--- src/rtl/clock_pkg.sv ---
`default_nettype none
// ============================================================================
// Module      : clock_pkg
// Description : Shared encodings for the digital-clock mode/time-set control:
//               mode state encodings, display field selection and digit
//               blink masks, plus small helpers for the mode sequence and the
//               blink mask lookup.
// Revision    : 1.0 - initial release
// ============================================================================
package clock_pkg;

  typedef enum logic [1:0] {
    MODE_RUN      = 2'd0,
    MODE_SET_HOUR = 2'd1,
    MODE_SET_MIN  = 2'd2,
    MODE_SET_SEC  = 2'd3
  } mode_e;

  localparam logic DISP_HHMM = 1'b0;
  localparam logic DISP_MMSS = 1'b1;

  localparam logic [3:0] MASK_LEFT  = 4'b1100;
  localparam logic [3:0] MASK_RIGHT = 4'b0011;
  localparam logic [3:0] MASK_NONE  = 4'b0000;

  // Mode button cycles through the four states in a fixed ring.
  function automatic mode_e next_mode(input mode_e m);
    mode_e r;
    unique case (m)
      MODE_RUN:      r = MODE_SET_HOUR;
      MODE_SET_HOUR: r = MODE_SET_MIN;
      MODE_SET_MIN:  r = MODE_SET_SEC;
      default:       r = MODE_RUN;
    endcase
    return r;
  endfunction

  // Digits being edited blank while the blink phase is high.
  function automatic logic [3:0] blink_mask_for(input mode_e m, input logic phase);
    logic [3:0] r;
    r = MASK_NONE;
    if (phase) begin
      unique case (m)
        MODE_SET_HOUR: r = MASK_LEFT;
        MODE_SET_MIN:  r = MASK_RIGHT;
        MODE_SET_SEC:  r = MASK_RIGHT;
        default:       r = MASK_NONE;
      endcase
    end
    return r;
  endfunction

endpackage
`default_nettype wire

--- src/rtl/time_set_ctrl_if.sv ---
`default_nettype none
// ============================================================================
// Module      : time_set_ctrl_if
// Description : Bundles the time-set controller's functional signals.
//   Controller inputs : sec_tick (1 Hz pulse), btn_mode, btn_inc (raw buttons)
//   Controller outputs: mode[1:0], sec_en, hour_inc, min_inc, sec_clr,
//                       display_sel, blink_mask[3:0]
//   master : the side that drives ticks/buttons and observes commands
//   slave  : the controller itself
// Revision    : 1.0 - initial release
// ============================================================================
interface time_set_ctrl_if;
  logic       sec_tick;
  logic       btn_mode;
  logic       btn_inc;
  logic [1:0] mode;
  logic       sec_en;
  logic       hour_inc;
  logic       min_inc;
  logic       sec_clr;
  logic       display_sel;
  logic [3:0] blink_mask;

  modport master (
    output sec_tick, btn_mode, btn_inc,
    input  mode, sec_en, hour_inc, min_inc, sec_clr, display_sel, blink_mask
  );

  modport slave (
    input  sec_tick, btn_mode, btn_inc,
    output mode, sec_en, hour_inc, min_inc, sec_clr, display_sel, blink_mask
  );
endinterface
`default_nettype wire

--- src/rtl/btn_debounce.sv ---
`default_nettype none
// ============================================================================
// Module      : btn_debounce
// Description : Push-button conditioner: 2-flop synchronizer, counter-based
//               debounce and a one-cycle pulse on the debounced rising edge.
//   clk     : system clock
//   rst     : synchronous active-high reset
//   i_btn   : raw asynchronous button level
//   o_level : debounced level
//   o_press : one-cycle pulse, registered, after debounced level rises
// Revision    : 1.0 - initial release
// ============================================================================
module btn_debounce #(
  parameter int DEBOUNCE_CYCLES = 1024
) (
  input  wire logic clk,
  input  wire logic rst,
  input  wire logic i_btn,
  output logic      o_level,
  output logic      o_press
);

  localparam logic [15:0] C_CNT_LAST = 16'(DEBOUNCE_CYCLES - 1);

  logic        r_sync1;
  logic        r_sync2;
  logic        r_level;
  logic        r_level_q;
  logic        r_press;
  logic [15:0] r_cnt;

  logic w_differ;
  logic w_accept;

  assign w_differ = r_sync2 ^ r_level;
  // Levels have disagreed for DEBOUNCE_CYCLES consecutive cycles.
  assign w_accept = w_differ && (r_cnt == C_CNT_LAST);

  always_ff @(posedge clk) begin
    if (rst) begin
      r_sync1   <= 1'b0;
      r_sync2   <= 1'b0;
      r_level   <= 1'b0;
      r_level_q <= 1'b0;
      r_press   <= 1'b0;
      r_cnt     <= '0;
    end else begin
      r_sync1   <= i_btn;
      r_sync2   <= r_sync1;
      if (!w_differ) begin
        r_cnt <= '0;
      end else if (w_accept) begin
        r_level <= r_sync2;
        r_cnt   <= '0;
      end else begin
        r_cnt <= r_cnt + 16'd1;
      end
      r_level_q <= r_level;
      r_press   <= r_level & ~r_level_q;
    end
  end

  assign o_level = r_level;
  assign o_press = r_press;

endmodule
`default_nettype wire

--- src/rtl/time_set_ctrl.sv ---
`default_nettype none
// ============================================================================
// Module      : time_set_ctrl
// Description : Mode and time-setting controller for the digital clock.
//               Passes the 1 Hz tick through in RUN, pauses it while setting,
//               converts mode/inc buttons into one-cycle datapath commands
//               (with auto-repeat on a held inc button) and drives the
//               display field select and digit blink mask.
//   clock : system clock, rising edge
//   reset : synchronous active-high reset
//   bus   : slave side of time_set_ctrl_if (tick, buttons in; mode,
//           command pulses, display_sel, blink_mask out; all registered)
// Revision    : 1.0 - initial release
// ============================================================================
module time_set_ctrl
  import clock_pkg::*;
#(
  parameter int DEBOUNCE_CYCLES = 1024,
  parameter int REPEAT_CYCLES   = 32768
) (
  input  wire logic       clock,
  input  wire logic       reset,
  time_set_ctrl_if.slave  bus
);

  localparam logic [19:0] C_REP_LAST = 20'(REPEAT_CYCLES - 1);

  // Button conditioning
  logic w_mode_level;
  logic w_mode_press;
  logic w_inc_level;
  logic w_inc_press;

  btn_debounce #(.DEBOUNCE_CYCLES(DEBOUNCE_CYCLES)) u_deb_mode (
    .clk     (clock),
    .rst     (reset),
    .i_btn   (bus.btn_mode),
    .o_level (w_mode_level),
    .o_press (w_mode_press)
  );

  btn_debounce #(.DEBOUNCE_CYCLES(DEBOUNCE_CYCLES)) u_deb_inc (
    .clk     (clock),
    .rst     (reset),
    .i_btn   (bus.btn_inc),
    .o_level (w_inc_level),
    .o_press (w_inc_press)
  );

  // Registers
  mode_e       r_state;
  logic        r_phase;
  logic        r_rep_active;
  logic [19:0] r_rep_cnt;
  logic        r_sec_en;
  logic        r_hour_inc;
  logic        r_min_inc;
  logic        r_sec_clr;
  logic        r_disp_sel;
  logic [3:0]  r_mask;

  // Next-state / next-output values
  mode_e      w_state_next;
  logic       w_phase_next;
  logic       w_in_set;
  logic       w_rep_fire;
  logic       w_inc_evt;
  logic       w_sec_en_d;
  logic       w_hour_inc_d;
  logic       w_min_inc_d;
  logic       w_sec_clr_d;
  logic       w_disp_sel_d;
  logic [3:0] w_mask_d;

  assign w_in_set   = (r_state != MODE_RUN);
  // The mode button is unused beyond its press pulse.
  logic w_unused;
  assign w_unused   = w_mode_level;

  assign w_rep_fire = r_rep_active && w_inc_level && w_in_set &&
                      (r_rep_cnt == C_REP_LAST);

  // A mode press in the same cycle swallows any inc event.
  assign w_inc_evt  = w_in_set && !w_mode_press && (w_inc_press || w_rep_fire);

  // FSM state register
  always_ff @(posedge clock) begin
    if (reset) begin
      r_state <= MODE_RUN;
    end else begin
      r_state <= w_state_next;
    end
  end

  // FSM next state and next registered outputs
  always_comb begin
    w_state_next = r_state;
    w_phase_next = r_phase;
    w_sec_en_d   = 1'b0;
    w_hour_inc_d = 1'b0;
    w_min_inc_d  = 1'b0;
    w_sec_clr_d  = 1'b0;

    if (w_mode_press) begin
      w_state_next = next_mode(r_state);
    end

    // Tick gating uses the current state: a tick on RUN->SET_HOUR still
    // counts, a tick on SET_SEC->RUN is dropped.
    w_sec_en_d = (r_state == MODE_RUN) && bus.sec_tick;

    unique case (r_state)
      MODE_SET_HOUR: w_hour_inc_d = w_inc_evt;
      MODE_SET_MIN:  w_min_inc_d  = w_inc_evt;
      MODE_SET_SEC:  w_sec_clr_d  = w_inc_evt;
      default: ;
    endcase

    if (w_state_next == MODE_RUN) begin
      w_phase_next = 1'b0;
    end else if (w_in_set && bus.sec_tick) begin
      w_phase_next = ~r_phase;
    end

    // Display outputs follow the state/phase they will be registered with.
    w_mask_d     = blink_mask_for(w_state_next, w_phase_next);
    w_disp_sel_d = (w_state_next == MODE_SET_SEC) ? DISP_MMSS : DISP_HHMM;
  end

  // Auto-repeat counter: armed by an inc press in a SET state, fires every
  // REPEAT_CYCLES while the debounced inc level stays high.
  always_ff @(posedge clock) begin
    if (reset) begin
      r_rep_active <= 1'b0;
      r_rep_cnt    <= '0;
    end else if (!w_in_set || w_mode_press || !w_inc_level) begin
      r_rep_active <= 1'b0;
      r_rep_cnt    <= '0;
    end else if (w_inc_press) begin
      r_rep_active <= 1'b1;
      r_rep_cnt    <= '0;
    end else if (r_rep_active) begin
      if (r_rep_cnt == C_REP_LAST) begin
        r_rep_cnt <= '0;
      end else begin
        r_rep_cnt <= r_rep_cnt + 20'd1;
      end
    end
  end

  // Output registers
  always_ff @(posedge clock) begin
    if (reset) begin
      r_phase    <= 1'b0;
      r_sec_en   <= 1'b0;
      r_hour_inc <= 1'b0;
      r_min_inc  <= 1'b0;
      r_sec_clr  <= 1'b0;
      r_disp_sel <= DISP_HHMM;
      r_mask     <= MASK_NONE;
    end else begin
      r_phase    <= w_phase_next;
      r_sec_en   <= w_sec_en_d;
      r_hour_inc <= w_hour_inc_d;
      r_min_inc  <= w_min_inc_d;
      r_sec_clr  <= w_sec_clr_d;
      r_disp_sel <= w_disp_sel_d;
      r_mask     <= w_mask_d;
    end
  end

  assign bus.mode        = r_state;
  assign bus.sec_en      = r_sec_en;
  assign bus.hour_inc    = r_hour_inc;
  assign bus.min_inc     = r_min_inc;
  assign bus.sec_clr     = r_sec_clr;
  assign bus.display_sel = r_disp_sel;
  assign bus.blink_mask  = r_mask;

endmodule
`default_nettype wire

--- src/flat_wrapper.sv ---
// flat-port wrapper written by rule: the top's interface ports become plain ports
module time_set_ctrl_flat import clock_pkg::*;
#(
  parameter int DEBOUNCE_CYCLES = 1024,
  parameter int REPEAT_CYCLES   = 32768
)
  (clock, reset, bus_sec_tick, bus_btn_mode, bus_btn_inc, bus_mode, bus_sec_en, bus_hour_inc, bus_min_inc, bus_sec_clr, bus_display_sel, bus_blink_mask);
  time_set_ctrl_if bus_i ();
  input  wire logic clock;
  input  wire logic reset;
  input wire logic [$bits(bus_i.sec_tick)-1:0] bus_sec_tick;
  input wire logic [$bits(bus_i.btn_mode)-1:0] bus_btn_mode;
  input wire logic [$bits(bus_i.btn_inc)-1:0] bus_btn_inc;
  output wire logic [$bits(bus_i.mode)-1:0] bus_mode;
  output wire logic [$bits(bus_i.sec_en)-1:0] bus_sec_en;
  output wire logic [$bits(bus_i.hour_inc)-1:0] bus_hour_inc;
  output wire logic [$bits(bus_i.min_inc)-1:0] bus_min_inc;
  output wire logic [$bits(bus_i.sec_clr)-1:0] bus_sec_clr;
  output wire logic [$bits(bus_i.display_sel)-1:0] bus_display_sel;
  output wire logic [$bits(bus_i.blink_mask)-1:0] bus_blink_mask;
  assign bus_i.sec_tick = bus_sec_tick;
  assign bus_i.btn_mode = bus_btn_mode;
  assign bus_i.btn_inc = bus_btn_inc;
  assign bus_mode = bus_i.mode;
  assign bus_sec_en = bus_i.sec_en;
  assign bus_hour_inc = bus_i.hour_inc;
  assign bus_min_inc = bus_i.min_inc;
  assign bus_sec_clr = bus_i.sec_clr;
  assign bus_display_sel = bus_i.display_sel;
  assign bus_blink_mask = bus_i.blink_mask;
  time_set_ctrl #(.DEBOUNCE_CYCLES(DEBOUNCE_CYCLES), .REPEAT_CYCLES(REPEAT_CYCLES)) u_core (.clock(clock), .reset(reset), .bus(bus_i));
endmodule
--- config.mk ---
export PLATFORM = sky130hd
export DESIGN_NAME = time_set_ctrl_flat
export DESIGN_NICKNAME = d
export VERILOG_FILES = /design/src/rtl/clock_pkg.sv /design/src/rtl/time_set_ctrl_if.sv /design/src/rtl/btn_debounce.sv /design/src/rtl/time_set_ctrl.sv /design/src/flat_wrapper.sv
export SDC_FILE = /design/constraint.sdc
export NUM_CORES = 1
export LEC_CHECK = 0
export BUFFER_PORTS_ARGS = -buffer_cell sky130_fd_sc_hd__clkbuf_2
export CAP_MARGIN = 5
export CORE_MARGIN = 4
export CORE_UTILIZATION = 65
export DETAILED_ROUTE_END_ITERATION = 8
export MAX_ROUTING_LAYER = met4
export PLACE_DENSITY_LB_ADDON = 0.2
export RECOVER_POWER = 25
export REMOVE_ABC_BUFFERS = 1
export SYNTH_ARGS = -nofsm -noshare
export SYNTH_HDL_FRONTEND = slang
export SYNTH_SLANG_ARGS = --single-unit
--- constraint.sdc ---
create_clock -name clock -period 3.25 [get_ports clock]
set_input_delay 0.325 -clock clock [delete_from_list [all_inputs] [get_ports clock]]
set_output_delay 0.325 -clock clock [all_outputs]
set_load 0.05 [all_outputs]
# == After elaboration in Yosys (flattened, before gate mapping) ==
# Index checks and enable logic that the tools add are counted.
# totals
reg_bits,75
input_bits,5
output_inout_bits,11
wordCells,83
# op_classes
add_sub_neg,3
eq_ne,9
muxes,7
bitwise,13
reduce_logical,29
# op_table
operator,count
$add 16x1->16 const B,2
$eq 16x10->1 const B,2
$add 20x1->20 const B,1
$eq 20x15->1 const B,1
$mux 20,1
$reduce_or 2->1,6
$logic_and 1x1->1,9
$not 1->1,9
$reduce_or 3->1,3
$eq 2x2->1 const B,4
$pmux 4 s2,1
$pmux 2 s3,1
$eq 2x1->1 const B,2
$logic_not 2->1,2
$reduce_and 2->1,2
$logic_not 1->1,3
$logic_or 1x1->1,3
$mux 1,3
$and 1x1->1,2
$mux 2,1
$reduce_bool 2->1,1
$xor 1x1->1,2

# == Depth between registers and ports, before layout ==
# Gate-level depths: netlist of run 1.
# logic_depth
word_depth,7
ltp_mapped,7
depth_no_buf,6

# == Cells and area by module ==
# From an unflattened synthesis of run 1, not the netlist that was laid out.
# unflattened
cells_unflattened,343
area_unflattened_um2,3145.5
# modules_own_cells
module,instances,cells_per_inst,area_each_um2,seq_area_each_um2
btn_debounce,2,92,863.3,420.4
time_set_ctrl,1,159,1418.9,620.6

# == Least setup slack after synthesis of run 1 ==
# No wires, ideal clock.
# synth_path
path_kind,register -> register
start,"register u_core.r_state[0], in the netlist u_core.bus.mode[0]"
end,register u_core.r_rep_cnt[13]
setup_time_ns,0.064
arrival_ns,2.045
required_ns,3.186
setup_slack_ns,1.141
stages_incl_launch_ff,8
n_path_buf,1
synth_period_minus_slack_ns,2.109
cell_sequence,dfxtp_1 > inv_1 > ha_1 > nor3_1 > nand3b_1 > a21o_2 > buf_6 > nor2_1
# synth_via
elab_chain_len,5
# synth_rtl
element,line_no,text
from (decl),time_set_ctrl.sv:51,mode_e r_state;
from (signal assigned),time_set_ctrl.sv:91,r_state <= w_state_next;
$reduce_bool 2->1,time_set_ctrl.sv:75,assign w_in_set = (r_state != MODE_RUN);
$logic_not 1->1,time_set_ctrl.sv:136,end else if (!w_in_set || w_mode_press || !w_inc_level) begin
$logic_or 1x1->1 (2 in a row),time_set_ctrl.sv:136,
$reduce_or 3->1 (no source line),-,
to (signal assigned),time_set_ctrl.sv:146,r_rep_cnt <= r_rep_cnt + 20'd1;
to (decl),time_set_ctrl.sv:54,logic [19:0] r_rep_cnt;
# No other way between the ends.
# A chain may end at the register's enable or synchronous reset.

# == Worst setup path after layout of run 1 ==
# layout_path
start,"register u_core.r_state[0], in the netlist u_core.bus.mode[0]"
end,register u_core.r_rep_cnt[19]
# The elaborated chain is that of the path after synthesis.

==> run metrics, run 1 <==
status=finished clean; clk buf depth=2; root buf cell=clkbuf_8; count of warnings emitted by yosys=0; final hold vios=0; post-cts resize count=0; Cells after Synth=340; CP top delay family=simple AND/OR/NAND/NOR gates; Avg Vias per Cell=~5.4; hold_buf cts=0; CP Capture Type=register; PnR Total Power=between 0.0015 and 0.002 W; final wirelength=between 5 and 6 mm; crit path kind=reg2reg; Required @ worst endpoint=roughly 3.5 ns; row cnt=25; antenna violations before repair=0; EDFF count, synth=0; GRT Resource Usage Total=around a fifth; final period utilization=61.5%; Worst-Margin Slew=0.827 ns; peak supply drop=between 0.3 and 0.4 mV; H-Tree Depth=3; clock-pin slew on the worst setup and hold paths=about 0.080 ns; Seq/Total Area, Yosys=between 40% and 50%; fillers=between 300 and 400; relative slew slack=between 40% and 50%; DRT iter0 DRCs=between 90 and 100; Num CTS Buffers=9; Final HPWL DP=roughly 3.6 mm; Die X-Extent=77.6 um; RD Place Congestion=about 0.82; Routed Antenna Nets=0; Placed Area=3250 sq um; Setup Skew=0.00821 ns; Leak Pwr=1.14 nW; P per Cell Area=460 nW/um^2; asr flop ratio synth=0%; number of max-cap violations=0; Cells after DPL=just over 400; DR WL/cell=between 10 and 15 um; port bufs=15; total gr overflow=0; TNS Setup=0 ns; Period minus WS final=2.00 ns; Setup violations, final=0; ant diodes=0; layout cell share with drive strength beyond 1=9.42%; Crit Path Max Fanout=15; Yosys cell types=44; CTS Sinks=73; TritonCTS clock tree=done; CP peak stage delay=0.40 ns; hold_ws=roughly 0.17 ns; largest net degree at the start of global routing=17; Slew Limit Fails=0; crit path cell chain=inv_1 -> ha_1 -> nor3_1 -> nand3b_1 -> a21o_2 -> a21oi_1; slowest library cell on the worst path=dfxtp_1; area of the multi-input gates=between 1500 and 2000 sq um; core area=between 4000 and 5000 sq um; first-pass GRT wire length=between 9 and 10 mm; fin nets=between 300 and 400; initial core utilization=66.8%; Data arrival, critical path=2.27 ns; vias in the first global route=around 2200; Skew-Pair Late Insertion Delay=between 0.3 and 0.4 ns; post-route design area=about 3400 sq um; Worst Setup Start Kind=register; RSZ-0062 raised after global routing=false; setup bufs post-CTS=0; boundary pin count=16; synthesized flop and latch total=between 70 and 80; Post-synth top flop=dfxtp_1; DRT Pass-1 Iters=4; non-filler cells, final=428; Max Freq=between 500 and 600 MHz; DRC=0; min-delay worst type=in2reg; Die Footprint=roughly 6000 sq um; Synth Area per Inst=a little over 9 sq um; Buf+Inv Stages, Crit Path=1; mapped cell area=approximately 3200 sq um; DR vias=about 2300; die height=between 70 and 80 um; register area=approximately 1500 sq um; synthesis-to-finish area growth=8.57%
[logic make-up (layout without fill, tap and decap cells)]
family / count (synthesis) / count (layout) / share of synthesized area, %
buf+inv: 22 / 43 / 3.49
mux: 5 / 5 / 1.59
xor+xnor: 45 / 45 / 12.5
fa+ha+maj: 7 / 7 / 2.78
flops: 73 / 73 / 46.3
simple gates: 174 / 174 / 29.7
compound gates: 14 / 14 / 3.57
[through the flow]
stage	utilization (%)	setup WS, ns
floorplan	-	1.19
global placement	68.7	1.31
detailed placement	68.7	1.23
CTS	72.7	1.21
global route	72.5	0.977
finish	72.5	1.25
[per-layer routing]
metal / GRT usage (%) / vias to the layer above / wire length (um)
met4: 6.58 / 0 / 75
li1: - / 1200 / -
met5: - / - / 0
met2: 30.8 / 35 / 2370
met3: 6.96 / 10 / 253
met1: 24.3 / 1059 / 2440
[final timing paths]
| check | depth (start not counted) | from | slack [ns] | to |
|---|---|---|---|---|
| max | 6 | u_core.bus.mode[0] | 1.25 | u_core.r_rep_cnt[19] |
| min | 2 | bus_btn_inc | 0.17 | u_core.u_deb_inc.r_sync1 |
| max reg2reg | 6 | u_core.bus.mode[0] | 1.25 | u_core.r_rep_cnt[19] |
| min reg2reg | 1 | u_core.u_deb_inc.r_level_q | 0.39 | u_core.u_deb_inc.o_press |
[worst register-to-register path: stages, from the launching register on]
cell      delay, ns
dfxtp_1        0.40
inv_1          0.08
ha_1           0.28
nor3_1         0.38
nand3b_1       0.25
a21o_2         0.37
a21oi_1        0.17
[power by group]
part | internal, W | switching [W] | leakage (nW)
Sequential | 0.000897 | 0.00000163 | 0.589
Combinational | 0.00000637 | 0.00000988 | 0.461
Clock | 0.000307 | 0.000353 | 0.0899
Total | 0.00121 | 0.000365 | 1.14
[Yosys cell counts (all sizes together) (7+ instances only)]
cell    count  share of area (%)
nand2b      7                1.4
nand4      17                4.0
nor2       66                7.9
nand2      18                2.1
dfxtp      73                 46
inv        12                1.4
xnor2      26                7.2
xor2       19                5.3
nand3      14                2.6
buf         8                1.8
nor4       15                3.2
ha          7                2.8
nor3        9                1.4
and4        8                2.4
[flip-flops by register name (all words and copies together), names as in the netlist, 2 cells and up]
| register | flops |
|---|---|
| u_core.bus.mode | 2 |
| u_core.u_deb_inc.r_cnt | 16 |
| u_core.bus.blink_mask | 2 |
| u_core.u_deb_mode.r_cnt | 16 |
| u_core.r_rep_cnt | 20 |
[cell type report]
type / instances / area share, %
inverter: 12 / 1.32
sequential: 73 / 42.7
multi-input combinational: 245 / 46.2
timing repair buffer: 15 / 1.86
clock buffer: 10 / 4.02
clock inverter: 6 / 1.46
tap: 67 / 2.45
[layout by cell type (no fill, tap or decap), types with 2 or more instances in the layout]
cell and n:
clkbuf_1 9, clkbuf_2 6, and4_1 6, mux2i_1 5, nor3b_1 2, xnor2_1 26
nor3_1 9, nand4_1 15, ha_1 7, and4_4 2, dfxtp_1 73, o21ai_0 3
and3_1 3, nor2_1 65, xor2_1 19, nor4_1 14, or4_1 2, clkinvlp_4 2
nand3_1 13, nand2_1 18, clkbuf_8 10, nand2b_1 7, nor2b_1 5, a21oi_1 5
inv_1 12, inv_6 3
(Power assumes the default switching activity.)
==> run 2, diff against run 1 <==
--- a/config.mk
+++ b/config.mk
@@ -8,7 +8,7 @@
 export BUFFER_PORTS_ARGS = -buffer_cell sky130_fd_sc_hd__clkbuf_2
 export CAP_MARGIN = 5
 export CORE_MARGIN = 4
-export CORE_UTILIZATION = 65
+export CORE_UTILIZATION = 54
 export DETAILED_ROUTE_END_ITERATION = 8
 export MAX_ROUTING_LAYER = met4
 export PLACE_DENSITY_LB_ADDON = 0.2
==> constraint.sdc (replaced) <==
create_clock -name clock -period 1.8 [get_ports clock]
set_input_delay 0.18 -clock clock [delete_from_list [all_inputs] [get_ports clock]]
set_output_delay 0.18 -clock clock [all_outputs]
set_load 0.05 [all_outputs]
==> run 2 against run 1 <==
Critical path depth is the same; combinational power grew 98%; first-iteration DRC count shrank 23%; utilization shrank 8.4 points; final area grew 4.3%; setup slack lost 1.1 ns; global-route usage shrank 2.7 points; power grew 88%; clock-buffer cell count is the same; worst hold slack lost 0.14 ns; cell count grew 5.1%; sequential cell count is the same.
==> run metrics, run 2 (synthesis gave the netlist of run 1 again) <==
status=finished clean (unchanged); first-pass GRT wire length=9.56 mm (was 9.41 mm); H-Tree Depth=3 (unchanged); Num CTS Buffers=9 (unchanged); Post-Place Setup Slack=0.0919 ns (was 1.23 ns); Buf+Inv Stages, Crit Path=1 (unchanged); Routed Antenna Nets=0 (unchanged); PnR Total Power=0.00296 W (was 0.00158 W); combinational share of power=1.1% (was 1.0%); DR vias=2316 (was 2304); CTS Sinks=73 (unchanged); crit path kind=reg2reg (unchanged); P per Cell Area=828 nW/um^2 (was 460 nW/um^2); initial core utilization=56.6% (was 66.8%); Setup Skew=0.00809 ns (was 0.00821 ns); core area=5570 sq um (was 4720 sq um); slowest library cell on the worst path=dfxtp_1 (unchanged); boundary pin count=16 (unchanged); antenna violations before repair=0 (unchanged); Skew-Pair Late Insertion Delay=0.35 ns (about the same); vias in the first global route=2149 (was 2226); largest net degree at the start of global routing=16 (was 17); Largest register FFs=20 (unchanged); CP top delay family=simple AND/OR/NAND/NOR gates (unchanged); crit path cell chain=ha_1 -> and4_4 -> nand3_4 -> o41ai_4 -> buf_4 -> nor2_1 (was inv_1 -> ha_1 -> nor3_1 -> nand3b_1 -> a21o_2 -> a21oi_1); switching pwr=0.000643 W (was 0.000365 W); Final HPWL DP=3.94 mm (was 3.58 mm); final core occ=64.1% (was 72.5%); internal power=0.00231 W (was 0.00121 W); DRC=0 (unchanged); min-delay worst type=in2reg (unchanged); DRT iter0 DRCs=72 (was 93); DR WL/cell=12.1 um (was 12.0 um); Die Footprint=7130 sq um (was 6030 sq um); synthesis-to-finish area growth=13.3% (was 8.57%); peak supply drop=0.624 mV (was 0.319 mV); Crit Path Max Fanout=8 (was 15); total gr overflow=0 (unchanged); layout cell share with drive strength beyond 1=12.7% (was 9.42%); share of power burned in registers=54.9% (was 57.1%); Top Registers=u_core.r_rep_cnt (20), u_core.u_deb_inc.r_cnt (16), u_core.u_deb_mode.r_cnt (16) (unchanged); ant diodes=0 (unchanged); sw frac=21.8% (was 23.2%); final hold vios=0 (unchanged); most common cell after layout, fill and taps aside=dfxtp_1 (unchanged); fin nets=385 (was 368); Leak Pwr=1.21 nW (was 1.14 nW); hold_ws=0.0383 ns (was 0.174 ns); GRT Resource Usage Total=17.3% (was 19.9%); Clk network pwr share=44.0% (was 41.9%); final wirelength=5.44 mm (was 5.14 mm); commonest cells after routing, fill and taps aside=73 x dfxtp_1, 65 x nor2_1, 26 x xnor2_1 (unchanged); relative slew slack=58.8% (was 44.7%); root buf cell=clkbuf_8 (unchanged); final period utilization=93.1% (was 61.5%); number of max-cap violations=0 (unchanged); RD Place Congestion=0.816 (was 0.818); Max Freq=597 MHz (was 500 MHz); Die X-Extent=84.4 um (was 77.6 um); RSZ-0062 raised after global routing=false (unchanged); port bufs=15 (unchanged); Period minus WS final=1.68 ns (was 2.00 ns); Avg Vias per Cell=5.15 (was 5.38); CP peak stage delay=0.39 ns (was 0.40 ns); Top reg by flops=u_core.r_rep_cnt (unchanged); clk buf depth=2 (unchanged); die height=84.4 um (was 77.6 um); Data arrival, critical path=1.92 ns (was 2.27 ns); Worst-Margin Slew=0.621 ns (was 0.827 ns); CP Capture Type=register (unchanged); Worst Setup Start Kind=register (unchanged); Setup violations, final=0 (unchanged); row cnt=27 (was 25); TritonCTS clock tree=done (unchanged); hold_buf cts=0 (unchanged); Setup WS post-layout=0.125 ns (was 1.25 ns); clock-pin slew on the worst setup and hold paths=0.08 ns (about the same); Required @ worst endpoint=2.05 ns (was 3.53 ns); fillers=490 (was 362); DRT Pass-1 Iters=4 (unchanged); Slew Limit Fails=0 (unchanged); setup bufs post-CTS=0 (unchanged)
-- run 2: worst paths after layout --
| kind | endpoint | slack, ns | start | depth (start not counted) |
|---|---|---|---|---|
| worst min register to register | u_core.u_deb_inc.o_press | 0.38 | u_core.u_deb_inc.r_level_q | 1 |
| worst max register to register | u_core.u_deb_mode.r_cnt[8] | 0.12 | u_core.u_deb_mode.r_cnt[0] | 6 |
| worst min-delay path | u_core.u_deb_mode.r_sync1 | 0.04 | bus_btn_mode | 2 |
| worst max-delay path | u_core.u_deb_mode.r_cnt[8] | 0.12 | u_core.u_deb_mode.r_cnt[0] | 6 |
-- run 2: layout make-up --
class	count	area (sq um)	area share (%)
Inverter	12	45.0	1.26
Timing Repair Buffer	32	183	5.12
Clock inverter	6	66.3	1.86
Multi-Input combinational cell	245	1590	44.5
Clock buffer	10	138	3.85
Sequential cell	73	1460	40.9
Tap cell	72	90.1	2.52
-- run 2: what timing repair did --
action / CTS / global route
hold endpoints to repair: 0 / 0
setup endpoints to repair: 0 / 15
gates resized for setup: 0 / 1
-- run 2: stage by stage --
step / instance area (sq um) / TNS [ns] / cells
2_1_floorplan: 3090 / -3.75 / 330
4_1_cts: 3580 / 0 / 450
5_1_grt: 3570 / 0 / 450
3_5_place_dp: 3380 / 0 / 434
6_report: 3570 / 0 / 450
3_3_place_gp: 3380 / 0 / 434
-- run 2: routing by layer --
metal  track usage [%]  wire length [um]
met5                 -                 0
met4              7.77               104
met3              5.00               184
met2              26.8              2550
met1              20.8              2610
-- run 2: power by group through the flow --
stage / sequential [W] / combinational [W] / clock [W]
2_1_floorplan: 0.00166 / 0.0000143 / 0
3_3_place_gp: 0.00166 / 0.0000332 / 0
3_5_place_dp: 0.00166 / 0.0000336 / 0
4_1_cts: 0.00162 / 0.0000337 / 0.00134
5_1_grt: 0.00162 / 0.0000354 / 0.00142
6_report: 0.00162 / 0.0000322 / 0.00130
